--- src/rtl/serial_adder_pkg.sv ---
// ============================================================================
// Module      : serial_adder_pkg
// Description : Shared state encoding and default width for the serial adder.
// Revision    : 1.0 - initial release
// ============================================================================
`default_nettype none

package serial_adder_pkg;

  localparam int c_default_width = 8;

  typedef enum logic [1:0] {
    IDLE   = 2'd0,
    SHIFT  = 2'd1,
    FINISH = 2'd2
  } state_t;

endpackage

`default_nettype wire

--- src/rtl/serial_adder_fa_bh.sv ---
// ============================================================================
// Module      : fa_bh
// Description : 1-bit full adder built from two half-adder cells and an OR.
// Revision    : 1.0 - initial release
// ============================================================================
`default_nettype none

module fa_bh (
  input  logic A,
  input  logic B,
  input  logic CIN,
  output logic SUM,
  output logic COUT
);

  logic w_s1;
  logic w_c1;
  logic w_c2;

  // first half adder: A + B; second half adder: partial sum + CIN
  assign w_s1 = A ^ B;
  assign w_c1 = A & B;
  assign SUM  = w_s1 ^ CIN;
  assign w_c2 = w_s1 & CIN;
  assign COUT = w_c1 | w_c2;

endmodule

`default_nettype wire

--- src/rtl/serial_adder.sv ---
// ============================================================================
// Module      : serial_adder
// Description : Bit-serial adder/subtracter, LSB-first through one full adder.
// Revision    : 1.0 - initial release
// ============================================================================
`default_nettype none

module serial_adder
  import serial_adder_pkg::*;
#(
  parameter int WIDTH = c_default_width
) (
  input  logic             CLK,
  input  logic             CLR_N,
  input  logic             START,
  input  logic             SUB,
  input  logic [WIDTH-1:0] A,
  input  logic [WIDTH-1:0] B,
  output logic [WIDTH-1:0] SUM,
  output logic             CARRY,
  output logic             BUSY,
  output logic             DONE
);

  localparam int                c_cnt_w = $clog2(WIDTH);
  localparam logic [c_cnt_w-1:0] c_last  = c_cnt_w'(WIDTH - 1);

  state_t             r_state;
  logic [WIDTH-1:0]   r_areg;
  logic [WIDTH-1:0]   r_breg;
  logic [WIDTH-1:0]   r_sreg;
  logic [WIDTH-1:0]   r_sum;
  logic [c_cnt_w-1:0] r_cnt;
  logic               r_cflop;
  logic               r_carry;
  logic               r_busy;
  logic               r_done;

  logic               w_s;
  logic               w_co;
  logic [WIDTH-1:0]   w_snext;

  fa_bh u_fa (
    .A    (r_areg[0]),
    .B    (r_breg[0]),
    .CIN  (r_cflop),
    .SUM  (w_s),
    .COUT (w_co)
  );

  assign w_snext = {w_s, r_sreg[WIDTH-1:1]};

  always_ff @(posedge CLK or negedge CLR_N) begin
    if (!CLR_N) begin
      r_state <= IDLE;
      r_areg  <= '0;
      r_breg  <= '0;
      r_sreg  <= '0;
      r_sum   <= '0;
      r_cnt   <= '0;
      r_cflop <= 1'b0;
      r_carry <= 1'b0;
      r_busy  <= 1'b0;
      r_done  <= 1'b0;
    end else begin
      case (r_state)
        IDLE: begin
          if (START) begin
            // subtraction is A + ~B + 1: invert B and seed the carry with SUB
            r_areg  <= A;
            r_breg  <= B ^ {WIDTH{SUB}};
            r_cflop <= SUB;
            r_cnt   <= '0;
            r_state <= SHIFT;
            r_busy  <= 1'b1;
          end
        end
        SHIFT: begin
          r_sreg  <= w_snext;
          r_areg  <= r_areg >> 1;
          r_breg  <= r_breg >> 1;
          r_cflop <= w_co;
          r_cnt   <= r_cnt + c_cnt_w'(1);
          if (r_cnt == c_last) begin
            r_sum   <= w_snext;
            r_carry <= w_co;
            r_state <= FINISH;
            r_done  <= 1'b1;
          end
        end
        FINISH: begin
          r_state <= IDLE;
          r_busy  <= 1'b0;
          r_done  <= 1'b0;
        end
        default: begin
          r_state <= IDLE;
          r_busy  <= 1'b0;
          r_done  <= 1'b0;
        end
      endcase
    end
  end

  assign SUM   = r_sum;
  assign CARRY = r_carry;
  assign BUSY  = r_busy;
  assign DONE  = r_done;

endmodule

`default_nettype wire

--- config.mk ---
export PLATFORM = sky130hd
export DESIGN_NAME = serial_adder
export DESIGN_NICKNAME = d
export VERILOG_FILES = /design/src/rtl/serial_adder_pkg.sv /design/src/rtl/serial_adder_fa_bh.sv /design/src/rtl/serial_adder.sv
export SDC_FILE = /design/constraint.sdc
export NUM_CORES = 1
export LEC_CHECK = 0
export ABC_AREA = 1
export CAP_MARGIN = 30
export CORE_MARGIN = 1.5
export CORE_UTILIZATION = 45
export DETAILED_ROUTE_END_ITERATION = 10
export PLACE_DENSITY = 0.69
export SYNTH_ARGS = -nofsm -noshare
export SYNTH_HDL_FRONTEND = slang
export SYNTH_SLANG_ARGS = --single-unit
--- constraint.sdc ---
create_clock -name CLK -period 1.1 [get_ports CLK]
set_input_delay 0.22 -clock CLK [delete_from_list [all_inputs] [get_ports CLK]]
set_output_delay 0.22 -clock CLK [all_outputs]
set_load 0.01 [all_outputs]
==> flow_summary.json <==
{
  "clk_path_buf_depth": 2,
  "post_synth_fa_ha_maj_area_fraction": 0.0247,
  "critPathLaunchType": "flop",
  "final.setup.tns_ns": -1.84,
  "crit_chain": "ha_2 > ha_4 > nand2_8 > buf_12 > nand2_1 > o21ai_2",
  "cts-root-buf": "clkbuf_8",
  "postSynthRegisterBits": 40,
  "path_delay_family": "adder cells",
  "cellLeakagePower_nw": 1.40,
  "synthesis.yosys.warnings": 0,
  "synth_top_area_share": 0.548,
  "critPathMaxStageDelay_ns": 0.37,
  "core_area_um2": 3770,
  "critical_path_class": "flop to flop",
  "timing_hold_violations_final": 0,
  "yosys.area_share.simple": 0.295,
  "die_y_um": 66.7,
  "final_max_slew_viol_count": 0,
  "fin_crit_ns": 1.24,
  "clock_tree_from_tritoncts": "built",
  "grt_pass1_vias": 1547,
  "synth-xor-area-share": 0.00480,
  "design_power_total_mw": 7.15,
  "clkSinkCount": 40,
  "grt.busiest_layer": "met2",
  "grt_antenna_before_repair": 0,
  "post_synth_num_cell_types": 18,
  "setup_violations": 32,
  "violations": "setup timing",
  "drt-total-wl_um": 4730,
  "gp_routability_congestion": 0.749,
  "timing.critical_path.required_ns": 1.30,
  "seq_area_frac_synth": 0.548,
  "fin_crit_sh": 1.13,
  "gr-usage-met3": 0.0439,
  "ant_nets": 0,
  "rsz0062_at_grt": "true",
  "dieArea_um2": 4450,
  "met2_usage": 0.358,
  "post-route-drc-count": 0,
  "design.final.nets": 296,
  "skew_ns": 0.00611,
  "met1_usage": 0.273,
  "global_route.usage.total": 0.219,
  "syn_to_final_growth_pct": 53.4,
  "fmax_mhz": 808,
  "cp.arrival_ns": 1.44,
  "synth.net_count": 235,
  "initial_drc_count": 105,
  "synth_area_per_cell_um2": 8.61,
  "synth_compound_gate_area_share": 0.0583,
  "critPathMaxFanout": 7,
  "worst_slew_pin_slew_ns": 0.221,
  "post_synth_instance_area_um2": 1830,
  "post_drt_via_cell_ratio": 5.21,
  "ir_worst_vdd_mv": 1.64,
  "outcome": "finished with violations",
  "cellPowerDensity_nw_per_um2": 2550,
  "grt_max_degree": 41,
  "globalRoute.totalOverflow": 0,
  "slew_headroom": 0.853,
  "h-tree-depth": 2,
  "worst_hold_path_type": "input port to asynchronous set/reset pin",
  "portBuffers": 30,
  "synthDominantAreaCellType": "dfrtp_1",
  "number_of_iterations_in_the_first_detailed_routing_pass": 4,
  "synth_top_family_by_area": "simple AND/OR/NAND/NOR gates",
  "finish.instance_area_um2": 2800,
  "final_core_util": 0.743,
  "critical_path.slowest_cell": "dfrtp_1",
  "io_pins": 31,
  "post_synth_inst_count": 212,
  "setup_slack_ns": -0.138,
  "die-width_um": 66.7,
  "drive_above_1_share": 0.354,
  "critical_path_endpoint_category": "flop",
  "dpl_wire_length_um": 2600,
  "tritoncts.num_buffers": 5,
  "setup.reg_to_reg.worst_slack_ns": -0.14,
  "cp.buffers_inverters": 1,
  "diodes": 0,
  "placement_rows": 22,
  "routedWlPerCell_um": 14.7,
  "synth_top_cells_by_area": "dfrtp_1 (55%), nand2_1 (16%), nand3_1 (12%), inv_1 (3.5%), o21ai_2 (3.4%)",
  "vias": 1677,
  "synth_mux_area_frac": 0,
  "post_dp_cell_area_um2": 2330,
  "clkTransAtPathRegs_ns": 0.08,
  "max_cap_violations": 0,
  "grt_pass1_wl_um": 7020,
  "initial_standard_cell_utilization_of_the_core": 0.484,
  "clock_insertion_delay_worst_skew_ns": 0.31
}
power by group:
| part | leakage [nW] | internal (mW) | switching [mW] |
|---|---|---|---|
| sequential | 0.512 | 2.08 | 0.407 |
| combinational | 0.837 | 1.70 | 1.74 |
| clock | 0.0541 | 0.671 | 0.552 |
| total | 1.40 | 4.45 | 2.70 |
per-layer routing:
layer	part of all wire	vias up
met3	0.042	10
met2	0.51	48
met1	0.43	811
met5	0	-
met4	0.021	0
li1	-	808
layout by cell type, fill, tap and decap left out, drive strengths merged:
master / instances
nand2: 78
nand3: 43
buf: 41
dfrtp: 40
inv: 19
clkdlybuf4s50: 18
o21ai: 16
clkbuf: 8
nor2: 3
ha: 2
xor2: 1
fa: 1
bufinv: 1
clkinvlp: 1
clkinv: 1
dlygate4sd3: 1
cell type report:
cell class	count	area [µm²]
Sequential cell	40	1000
Clock buffer	5	68.8
Inverter	19	76.3
Tap cell	48	60.1
Clock inverter	3	42.5
Timing Repair Buffer	63	656
Fill cell	267	971
Multi-Input combinational cell	144	896
synthesized netlist by cell type:
master	n
buf_2	7
buf_4	1
buf_6	1
dfrtp_1	40
fa_1	1
ha_1	2
inv_1	17
inv_2	2
nand2_1	76
nand2_2	1
nand2_4	1
nand3_1	43
nor2_1	1
nor2_2	1
nor2_4	1
o21ai_0	9
o21ai_2	7
xor2_1	1
per-stage QoR:
stage | hold WS, ns | std cells | worst slack [ns]
after global routing | 0.427 | 322 | -0.184
after detailed placement | 0.223 | 299 | -0.215
after global placement | 0.207 | 299 | -0.180
final | 0.420 | 322 | -0.138
after floorplan | -0.0756 | 212 | -0.0228
after CTS | 0.426 | 315 | -0.0900
worst register-to-register path, stage by stage (launching register included):
cell and delay [ns]:
dfrtp_1 0.37, ha_2 0.21, ha_4 0.17, nand2_8 0.08
buf_12 0.16, nand2_1 0.08, o21ai_2 0.06
logic make-up (layout without fill, tap and decap cells):
| kind of cell | count (synthesis) | in the layout |
|---|---|---|
| xor+xnor | 1 | 1 |
| fa+ha+maj | 3 | 3 |
| compound gates | 16 | 16 |
| buf+inv | 28 | 90 |
| flops | 40 | 40 |
| simple gates | 124 | 124 |
flip-flops by register name (all words and copies together), names as in the netlist:
signal	flops
r_cnt	3
r_sreg	7
r_state	2
BUSY	1
r_cflop	1
SUM	8
CARRY	1
r_areg	8
r_breg	8
DONE	1
worst paths after layout:
path / from / end / depth (start not counted)
min in group CLK: SUM[0]$_DFFE_PN0P_ / SUM[0]$_DFFE_PN0P_ / 2
setup / recovery: r_cnt[1]$_DFFE_PN0P_ / SUM[7]$_DFFE_PN0P_ / 6
hold / removal: CLR_N / r_sreg[7]$_DFFE_PN0P_ / 3
setup reg to reg: r_cnt[1]$_DFFE_PN0P_ / SUM[7]$_DFFE_PN0P_ / 6
hold reg to reg: SUM[0]$_DFFE_PN0P_ / SUM[0]$_DFFE_PN0P_ / 2
max in group asynchronous: CLR_N / r_areg[2]$_DFFE_PN0P_ / 3
timing repair:
item                       in CTS  in global routing
cloned                          3                  3
gates resized for setup        77                 27
hold buffers                    1                  0
pin swaps                       3                  9
buffers inserted                4                  4
setup endpoints to repair      35                 43
hold endpoints to repair       40                  0
Power figures use the tool's default switching activity.
